--- src/rtl/hazard_ctrl_pkg.sv ---
// Shared definitions for the pipeline hazard/flush controller: state encoding, the
// hard-wired zero register and the source/destination match helper.
package hazard_ctrl_pkg;

   typedef enum logic [1:0] {
      StRun    = 2'b00,
      StDrain  = 2'b01,
      StHalted = 2'b10
   } hz_state_e;

   localparam logic [3:0] REG_ZERO = 4'h0;

   // Writes to the zero register are discarded, so they can never feed a dependent read.
   function automatic logic reg_match(logic [3:0] src, logic uses, logic [3:0] dst);
      return uses && (src == dst) && (dst != REG_ZERO);
   endfunction

endpackage

--- src/rtl/hz_sat_counter.sv ---
// Saturating up-counter used for hazard-controller performance statistics.
// Holds at all-ones instead of wrapping; synchronous active-high clear.
module hz_sat_counter #(
   parameter int unsigned CNT_W = 16
) (
   input  logic             clk,
   input  logic             rst,
   input  logic             inc,
   output logic [CNT_W-1:0] q
);

   logic [CNT_W-1:0] cnt_q;

   always_ff @(posedge clk) begin
      if (rst) begin
         cnt_q <= '0;
      end else if (inc && (cnt_q != '1)) begin
         cnt_q <= cnt_q + CNT_W'(1);
      end
   end

   assign q = cnt_q;

endmodule

--- src/rtl/hazard_ctrl.sv ---
// Pipeline hazard/flush controller: load-use and flag-before-branch stalls, taken-branch
// squash, and HLT drain sequencing. Control outputs are combinational for same-cycle use.
module hazard_ctrl
   import hazard_ctrl_pkg::*;
#(
   parameter int unsigned DRAIN_CYCLES = 3,
   parameter int unsigned CNT_W        = 16
) (
   input  logic             clk,
   input  logic             rst,
   input  logic [3:0]       id_RS,
   input  logic [3:0]       id_RT,
   input  logic             id_uses_RS,
   input  logic             id_uses_RT,
   input  logic             id_br_cond,
   input  logic             id_HLT,
   input  logic             br_taken,
   input  logic             ex_MemRead,
   input  logic [3:0]       ex_RD,
   input  logic             ex_flag_wr,
   output logic             pc_stall,
   output logic             if_id_stall,
   output logic             if_id_flush,
   output logic             id_ex_flush,
   output logic             halted,
   output logic [CNT_W-1:0] stall_cnt,
   output logic [CNT_W-1:0] flush_cnt
);

   localparam int unsigned DrainW = (DRAIN_CYCLES > 0) ? $clog2(DRAIN_CYCLES + 1) : 1;

   hz_state_e         state_q, state_d;
   logic [DrainW-1:0] drain_q, drain_d;
   logic              lu, fh, hz;
   logic              stall_inc, flush_inc;

   assign lu = ex_MemRead && (reg_match(id_RS, id_uses_RS, ex_RD) ||
                              reg_match(id_RT, id_uses_RT, ex_RD));
   assign fh = id_br_cond & ex_flag_wr;
   assign hz = lu | fh;

   always_ff @(posedge clk) begin
      if (rst) begin
         state_q <= StRun;
         drain_q <= '0;
      end else begin
         state_q <= state_d;
         drain_q <= drain_d;
      end
   end

   always_comb begin
      state_d     = state_q;
      drain_d     = drain_q;
      pc_stall    = 1'b0;
      if_id_stall = 1'b0;
      if_id_flush = 1'b0;
      id_ex_flush = 1'b0;
      halted      = 1'b0;
      stall_inc   = 1'b0;
      flush_inc   = 1'b0;
      case (state_q)
         StRun: begin
            if (hz) begin
               pc_stall    = 1'b1;
               if_id_stall = 1'b1;
               id_ex_flush = 1'b1;
               stall_inc   = 1'b1;
            end else if (id_HLT) begin
               // HLT moves on to EX; fetch is frozen and wrong-path fetch squashed.
               pc_stall    = 1'b1;
               if_id_flush = 1'b1;
               drain_d     = DrainW'(DRAIN_CYCLES);
               state_d     = StDrain;
            end else if (br_taken) begin
               if_id_flush = 1'b1;
               flush_inc   = 1'b1;
            end
         end
         StDrain: begin
            pc_stall    = 1'b1;
            if_id_flush = 1'b1;
            drain_d     = drain_q - DrainW'(1);
            if (drain_q <= DrainW'(1)) begin
               state_d = StHalted;
            end
         end
         StHalted: begin
            pc_stall    = 1'b1;
            if_id_stall = 1'b1;
            id_ex_flush = 1'b1;
            halted      = 1'b1;
         end
         default: begin
            state_d = StRun;
         end
      endcase
   end

   hz_sat_counter #(
      .CNT_W(CNT_W)
   ) u_stall_cnt (
      .clk(clk),
      .rst(rst),
      .inc(stall_inc),
      .q  (stall_cnt)
   );

   hz_sat_counter #(
      .CNT_W(CNT_W)
   ) u_flush_cnt (
      .clk(clk),
      .rst(rst),
      .inc(flush_inc),
      .q  (flush_cnt)
   );

endmodule

--- config.mk ---
export PLATFORM = sky130hd
export DESIGN_NAME = hazard_ctrl
export DESIGN_NICKNAME = d
export VERILOG_FILES = /design/src/rtl/hazard_ctrl_pkg.sv /design/src/rtl/hz_sat_counter.sv /design/src/rtl/hazard_ctrl.sv
export SDC_FILE = /design/constraint.sdc
export NUM_CORES = 1
export LEC_CHECK = 0
export CORE_MARGIN = 10
export CORE_UTILIZATION = 35
export DETAILED_ROUTE_END_ITERATION = 7
export SLEW_MARGIN = 20
export SYNTH_ARGS = -nofsm -noshare
export SYNTH_HDL_FRONTEND = slang
export SYNTH_SLANG_ARGS = --single-unit
--- constraint.sdc ---
create_clock -name clk -period 3.6 [get_ports clk]
set_clock_uncertainty 0.2 [all_clocks]
set_input_delay 0.9 -clock clk [delete_from_list [all_inputs] [get_ports clk]]
set_output_delay 0.9 -clock clk [all_outputs]
set_load 0.02 [all_outputs]
* Yosys cells after proc, flatten, opt, wreduce, memory -nomap -nowiden *
Index checks and enable logic that the tools add are counted.

word-level totals
  input bits = 21
  output and inout port bits = 37
  register bits = 36

cells by class
  bitwise operators = 3
  magnitude comparators = 1
  reduce and logical (&&, ||, !) cells = 14
  add/subtract/negate cells = 3
  multiplexer cells = 21
  eq/ne operators = 9

operator list
  operator               count
  $add 16x1->16 const B  2
  $ne 16x16->1 const B   2
  $mux 1                 11
  $mux 2                 5
  $eq 4x4->1             2
  $logic_and 1x1->1      7
  $ne 2x2->1 const B     3
  $pmux 1 s2             3
  $pmux 2 s3             1
  $pmux 2 s2             1
  $reduce_and 4->1       1
  $reduce_bool 4->1      1
  $reduce_and 3->1       1
  $eq 2x1->1 const B     1
  $eq 2x2->1 const B     1
  $le 2x1->1 const B     1
  $logic_not 2->1        1
  $reduce_bool 2->1      1
  $reduce_or 2->1        1
  $sub 2x1->2 const B    1
  $and 1x1->1            1
  $logic_or 1x1->1       1
  $not 1->1              1
  $or 1x1->1             1

* Logic depth before layout (Yosys ltp) *
Gate-level depths: netlist of run 1.

  word-level depth = 9
  depth in mapped cells = 9
  depth with buffers taken out = 8

* Modules after synthesis *
From an unflattened synthesis of run 1, not the netlist that was laid out.

second synthesis, totals
  cell total of the unflattened synthesis = 267
  area, all modules = 2240.9 um^2

by module, submodules not included
  module          instances  area an instance (um^2)  cells an instance
  hz_sat_counter  2          848.3                    99
  hazard_ctrl     1          544.3                    69

* Worst setup path after synthesis of run 1 *
OpenSTA, ideal clock, no wires.

  kind = in2out
  start = input port ex_RD[0]
  end = output port if_id_stall
  buffers on the path = 2
  arrival time = 2.433 ns
  cell stages on the path = 7
  data required time = 2.500 ns
  slack = 0.067 ns
  cell sequence = o41a_1 > o2111ai_2 > nor4_4 > buf_4 > or2_2 > a21o_1 > buf_4

between the ends
  word-level cells in the longest chain between the ends = 8
  elaborated cells on any way between the ends = 12
  classes of those cells = eq/ne (2); mux (2); bitwise (1); reduce/logical (7)

ends and longest elaborated chain
  what                            line                   text
  start, declared                 hazard_ctrl.sv:19      input logic [3:0] ex_RD,
  $eq 4x4->1                      hazard_ctrl_pkg.sv:15  return uses && (src == dst) && (dst != REG_ZERO);
  $logic_and 1x1->1 (2 in a row)  hazard_ctrl_pkg.sv:15
  $logic_or 1x1->1 *              hazard_ctrl.sv:37      assign lu = ex_MemRead && (reg_match(id_RS, id_uses_RS, ex_RD) ||
  $logic_and 1x1->1 *             hazard_ctrl.sv:37
  $or 1x1->1 *                    hazard_ctrl.sv:40      assign hz = lu | fh;
  $mux 1 *                        --
  $pmux 1 s2 *                    --
  end, declared                   hazard_ctrl.sv:22      output logic if_id_stall,

Mark *: on every way between the ends. The rest lies on a longest branch, timed or not.

* Worst setup path after layout of run 1 *
  start = input port ex_RD[1]
  end = output port pc_stall

between the ends
  word-level cells in the longest chain between the ends = 8
  elaborated cells on any way between the ends = 12
  classes of those cells = eq/ne (2); mux (2); bitwise (1); reduce/logical (7)

ends and longest elaborated chain
  what                            line                   text
  $eq 4x4->1                      hazard_ctrl_pkg.sv:15
  $logic_and 1x1->1 (2 in a row)  hazard_ctrl_pkg.sv:15
  $logic_or 1x1->1 *              hazard_ctrl.sv:37
  $logic_and 1x1->1 *             hazard_ctrl.sv:37
  $or 1x1->1 *                    hazard_ctrl.sv:40
  $mux 1 *                        hazard_ctrl.sv:64      if (hz) begin
  $pmux 1 s2 *                    hazard_ctrl.sv:62      case (state_q)
  end, declared                   hazard_ctrl.sv:21      output logic pc_stall,

Marks and branches as above.

==> flow_summary.ini, run 1 <==
[run_status]
status = finished, final reports clean

[logic_synthesis]
synth_cell_types = 57
yosysWarnings = 0
syn_area_um2 = 2182
synth_top_area_frac = 0.3303
synth.largest_area_cell = dfxtp_1
ys_seq_area_frac = 0.3303
synth_edf_count = 0
synthArstFlopShare = 0
ys_ff_latch = 36
postSynthCellCount = 256
yosys-top-cells-area = dfxtp_1, xor2_1, nor2_1
netlist_top_cells_count = dfxtp_1, nor2_1, xor2_1, inv_1, nand2_1
synthesis.nets = 284
synthFlopType = dfxtp_1
yosysMostFrequentCell = dfxtp_1
syn_area_per_cell_um2 = 8.524

[clock_network]
cts_tree = done
clk_latency_ns = 0.30
cts.clk_slew.worst_paths_ns = 0.08
clockRootBuffer = clkbuf_8
cts.sinks = 36
clockBufferDepth = 2
h-tree-depth = 2
hold_buffers = 0
cts_buffers = 5

[critical_path]
crit_arrival_ns = 2.41
crit_buf_inv = 3
r2r-start = state_q[0]
cpMaxStageDelayCell = o41a_1
critPathMaxStageDelay_ns = 0.46
critPathTopFamily = simple AND/OR/NAND/NOR gates
critPathKind = input port to output port
reg2reg_to = u_stall_cnt.q[12]
worstPathRequired_ns = 2.50
r2r_slack_ns = 0.99
worstPathMaxFanout = 3
crit_path_start_kind = input port
reg2reg_depth = 8
path_cells = clkbuf_2 -> o41a_1 -> buf_4 -> nand3_2 -> o41ai_4 -> or2_4 -> nor3_2 -> nor3_1 -> buf_2
cp-end-kind = output port

[die]
pin_count = 58
die_w_um = 98.96
num_rows = 28
die-area_um2 = 9793
core_area_um2 = 5991
initial_core_util = 0.3642
die_h_um = 98.96

[power_and_ir_drop]
irDropWorstVdd_uv = 154.3
seq_power_share = 0.430
leakage_uw = 0.001206
p_comb_frac = 0.199
power.density_nw_per_um2 = 324.1
p_sw_frac = 0.2846
clockPowerShare = 0.371
p_int_uw = 697.4
p_sw_uw = 277.5

[layout]
fillCellCount = 601
instances_no_fill = 394
num_antenna_cells = 0
nNetsFinal = 346
drive_gt1_frac = 0.1630
area_growth_pct = 37.84

[route]
firstDrtPassIters = 4
via_count = 2056
routed_wl_um = 5981
wl_per_cell_um = 15.18
drt_first_iter_violations = 71
ant_nets = 0
viasPerCell = 5.218
drc_errors = 0

[sta]
fmax_mhz = 284.9
hold_viol_final = 0
relSlewSlack = 0.6134
finalSetupViolations = 0
hold_ws_ns = 0.2725
slew_viol_final = 0
tightest_slew_ns = 0.5652
layout_worst_path_cycle_share = 0.9751
rsz0062_at_grt = no
period_needed_ns = 3.510

[hold_path]
min_to = drain_q[0]
hp-start = drain_q[0]
hold_depth = 2
hold_path.class = flop to flop

[placement]
place.gp.congestion = 0.7538
placed_cells = 384
port_buffers = 57
dp_hpwl_um = 4404

[global_route]
grt_overflow = 0
grt_pass1_wl_um = 9784
grt_pass1_vias = 1953
track_usage = 0.1195
antenna_found_initial = 0
grt_max_degree = 39

[flow_run]
cap_violations = 0
==> layout by cell type, fill, tap and decap left out, types with 2 or more instances in the layout <==
cell type        count
a21oi_1             10
a221oi_1             2
a311oi_1             2
a31o_2               3
a41o_1               3
and2_1               3
and3_1               5
and4_1               5
buf_2                4
buf_4               12
clkbuf_2             4
clkbuf_8             5
clkdlybuf4s50_1     41
dfxtp_1             36
dlygate4sd2_1        2
dlymetal6s2s_1       6
ha_1                 7
inv_1               14
mux2_2               2
mux2i_1              2
nand2_1             13
nand3_1             11
nand4_1              7
nor2_1              34
nor2b_1              5
nor4_1               5
nor4_2               2
o211ai_1             3
o21ai_0             11
o31ai_1              3
or2_2                2
or4_1                2
xnor2_1              6
xor2_1              12
xor2_2               3
==> flip-flops by register name (all words and copies together) (netlist names) <==
| signal | count |
|---|---|
| drain_q | 2 |
| state_q | 2 |
| u_flush_cnt.q | 16 |
| u_stall_cnt.q | 16 |
==> worst register-to-register path, cell delays in order (launching register included) <==
cell	delay [ns]
dfxtp_1	0.33
inv_1	0.11
ha_1	0.44
and2_1	0.27
nand4_1	0.14
a2111oi_0	0.57
o21ai_0	0.22
xor2_1	0.17
nor2_1	0.05
==> stage by stage <==
stage	setup slack, ns	power [uW]	utilization	cell area, um2	setup TNS, ns
CTS	0.002440	985.9	0.4942	2960	0
global route	0.01889	1027	0.5021	3008	0
global placement	-0.6336	623.2	0.4754	2848	-2.515
detailed placement	-0.6414	626.0	0.4754	2848	-2.519
floorplan	0.06662	544.5	-	2182	0
finish	0.08979	974.9	0.5021	3008	0
==> worst max-delay path by stage <==
stage,from,slack [ns],depth (start not counted),end
5_1_grt,ex_MemRead,0.02,8,pc_stall
6_report,ex_RD[1],0.09,9,pc_stall
4_1_cts,ex_RD[3],0.002,8,id_ex_flush
2_1_floorplan,ex_RD[0],0.07,7,if_id_stall
3_3_place_gp,ex_RD[1],-0.63,7,if_id_flush
3_5_place_dp,ex_RD[1],-0.64,7,if_id_flush
==> routing by layer <==
metal	vias up	global-route usage	share of wire
met4	0	0.03638	0.013
met2	47	0.1894	0.47
li1	1041	-	-
met3	8	0.04888	0.064
met1	960	0.1438	0.45
met5	-	0	0
==> final cells by class <==
class	instances	area, um2	share of cell area
Clock buffer	5	68.82	0.02288
Sequential cell	36	720.7	0.2396
Multi-Input combinational cell	192	1396	0.4642
Inverter	14	52.55	0.01747
Timing Repair Buffer	69	633.1	0.2105
Tap cell	75	93.84	0.03120
Clock inverter	3	42.54	0.01414
==> timing repair <==
action                                  in CTS  in global routing
gates resized for setup                     28                 18
endpoints found under the setup margin       4                  4
pin swaps                                    7                  7
setup buffers                                1                  2
==> power by group through the flow <==
stage / combinational (uW) / clock, uW / sequential [uW]
global placement: 195 / 0 / 428
CTS: 191 / 376 / 419
global route: 211 / 395 / 421
floorplan: 113 / 0 / 431
detailed placement: 198 / 0 / 428
finish: 194 / 362 / 419
==> cell families after synthesis <==
logic type | count (synthesis) | synth area share
AO/OA/AOI/OAI | 51 | 0.1766
XOR/XNOR | 22 | 0.08831
adder cells (fa/ha/maj) | 7 | 0.04014
buffers and inverters | 28 | 0.06307
flip-flops | 36 | 0.3303
multiplexers | 6 | 0.03153
AND/OR/NAND/NOR | 106 | 0.2701
(Power assumes the default switching activity.)
==> run 2, diff against run 1 <==
- CTS_CLUSTER_DIAMETER: default -> 50
==> results of run 2 <==
No change in the layout: final DEF, timing and power equal those of run 1.
==> run 3, diff against run 2 <==
- ABC_AREA: default -> 1
==> run 3 against run 2 <==
  * Register-to-register slack gained 0.38 ns
  * Critical path depth fell by 1
  * Critical endpoint is now if_id_flush
  * Sequential share of layout area is 0.68 points lower
  * Clock power is 2% lower
  * Global-route usage up 0.15 points
  * Sequential power increased by 6.4%
==> flow_summary.ini, run 3 <==
[critical_path]
crit_arrival_ns = 2.37
reg2reg_to = u_stall_cnt.q[1]
critPathMaxStageDelay_ns = 0.48
worstPathRequired_ns = 2.50
crit_path_frequent_cell = buf_4
cp-end-kind = output port
reg2reg_depth = 9
r2r-start = u_stall_cnt.q[1]
r2r_slack_ns = 1.37
worstPathMaxFanout = 4
path_cells = clkdlybuf4s50_1 -> nor3_1 -> a21boi_0 -> nand2_1 -> nand2_2 -> buf_4 -> o21ai_1 -> buf_4
crit_path_start_kind = input port
critPathKind = input port to output port
cpMaxStageDelayCell = clkdlybuf4s50_1

[route]
firstDrtPassIters = 4
via_count = 2376
viasPerCell = 4.919
wl_per_cell_um = 13.18
drc_errors = 0
routed_wl_um = 6364
ant_nets = 0
drt_first_iter_violations = 127

[die]
die_w_um = 102.2
pin_count = 58
core_area_um2 = 6459
num_rows = 29
die-area_um2 = 10450
die_h_um = 102.2
initial_core_util = 0.3665

[run_status]
status = finished, final reports clean

[clock_network]
post_cts_buffers = 0
clockRootBuffer = clkbuf_8
h-tree-depth = 2
clockBufferDepth = 2
cts_tree = done
cts.clk_slew.worst_paths_ns = 0.07
clk_latency_ns = 0.29
cts.sinks = 36
cts_buffers = 5

[layout]
regArea_um2 = 720.7
multi_input_area_um2 = 1448
area_growth_pct = 30.76
post-route-util = 0.4793
layout_commonest_cell = nand2_1
mostFrequentLayoutCells = nand2_1, clkdlybuf4s50_1, dfxtp_1
num_antenna_cells = 0
fillCellCount = 673
drive_gt1_frac = 0.07882
design_area_um2 = 3095
nNetsFinal = 433

[sta]
slew_viol_final = 0
layout_worst_path_cycle_share = 0.9641
finalSetupViolations = 0
tightest_slew_ns = 0.6009
hold_viol_final = 0
rsz0062_at_grt = no
period_needed_ns = 3.471
relSlewSlack = 0.5976
fmax_mhz = 288.1

[hold_path]
hold_path.class = flop to flop
hp-start = drain_q[0]
hold_depth = 2
min_to = drain_q[0]

[logic_synthesis]
postSynthCellCount = 348
synth.largest_area_cell = dfxtp_1
yosysMostFrequentCell = nand2_1
synthFlopType = dfxtp_1
syn_area_per_cell_um2 = 6.803
synth_edf_count = 0
syn_area_um2 = 2367
ys_ff_latch = 36
synth_cell_types = 32
synth_top_area_frac = 0.3044
ys_seq_area_frac = 0.3044
synthArstFlopShare = 0
yosys-top-cells-area = dfxtp_1, nand2_1, a21oi_1
yosysWarnings = 0
synthesis.nets = 376
netlist_top_cells_count = nand2_1, dfxtp_1, a21oi_1, inv_1, nor2_1

[power_and_ir_drop]
irDropWorstVdd_uv = 226.8
power.density_nw_per_um2 = 398.3
power_uw = 1233
leakage_uw = 0.001167

[flow_run]
cap_violations = 0

[placement]
dp_hpwl_um = 4748
dpl_cell_area_um2 = 2995
place.gp.congestion = 0.8772
port_buffers = 57

[global_route]
track_usage = 0.1210
grt_pass1_vias = 2164
grt_max_degree = 32
antenna_found_initial = 0
grt_pass1_wl_um = 10300
grt_overflow = 0
## run 3: cell types whose count changed after synthesis, sizes merged, moves of 8 or more
cell,previous run,this run
o21ai,12,4
nand4,7,21
a21oi,10,35
nand3,12,23
nand2,13,100
inv,14,34
## run 3: power by group
| group | switching (uW) | leakage (uW) | internal (uW) |
|---|---|---|---|
| Sequential | 21.5 | 0.000291 | 425 |
| Clock | 147 | 0.0000552 | 206 |
| Combinational | 278 | 0.000821 | 156 |
| Total | 447 | 0.00117 | 787 |
## run 3: metrics by stage
step | instances | TNS, ns | worst slack (ns) | hold slack (ns)
6_report | 483 | 0 | 0.1293 | 0.2702
3_3_place_gp | 475 | -2.086 | -0.3826 | 0.2605
3_5_place_dp | 475 | -2.082 | -0.3828 | 0.2614
2_1_floorplan | 348 | 0 | 0.4156 | 0.2383
4_1_cts | 483 | 0 | 0.01712 | 0.2757
5_1_grt | 483 | 0 | 0.01434 | 0.3078
## run 3: cell type report
| class | instances | share of cell area |
|---|---|---|
| sequential | 36 | 0.2328 |
| timing repair buffer | 62 | 0.1924 |
| inverter | 34 | 0.04123 |
| multi-input combinational | 266 | 0.4677 |
| clock inverter | 2 | 0.01132 |
| clock buffer | 6 | 0.02344 |
| tap | 77 | 0.03112 |
## run 3: logic make-up after synthesis
family / synth area share
adders and majority gates: 0.03700
buffers and inverters: 0.08615
and+or+nand+nor: 0.3737
xor gates and xnor gates: 0.1073
AOI/OAI and AO/OA: 0.09144
DFF: 0.3044
## run 3: routing by layer
metal	share of wire	wire length [um]	GRT usage	vias to the layer above
li1	-	-	-	1251
met1	0.46	2907	0.1490	1077
met2	0.48	3066	0.1980	42
met3	0.049	313	0.03306	6
met4	0.012	78	0.04338	0
met5	0	0	0	-
## run 3: timing repair
| item | CTS | global route |
|---|---|---|
| cloned | 0 | 0 |
| endpoints found under the setup margin | 4 | 4 |
| resized for setup | 15 | 7 |
| hold buffers | 0 | 0 |
## run 3: critical path: cells and delay by family
kind            cells  cell delay, ns
simple gates        3            0.41
buf+inv             3            0.78
compound gates      2            0.28
## run 3: worst max-delay path by stage
stage / to / slack (ns) / from
3_3_place_gp: if_id_flush / -0.38 / ex_RD[2]
2_1_floorplan: if_id_flush / 0.42 / ex_RD[0]
4_1_cts: pc_stall / 0.02 / ex_RD[3]
6_report: if_id_flush / 0.13 / ex_RD[2]
3_5_place_dp: pc_stall / -0.38 / ex_RD[3]
5_1_grt: if_id_flush / 0.01 / ex_RD[0]
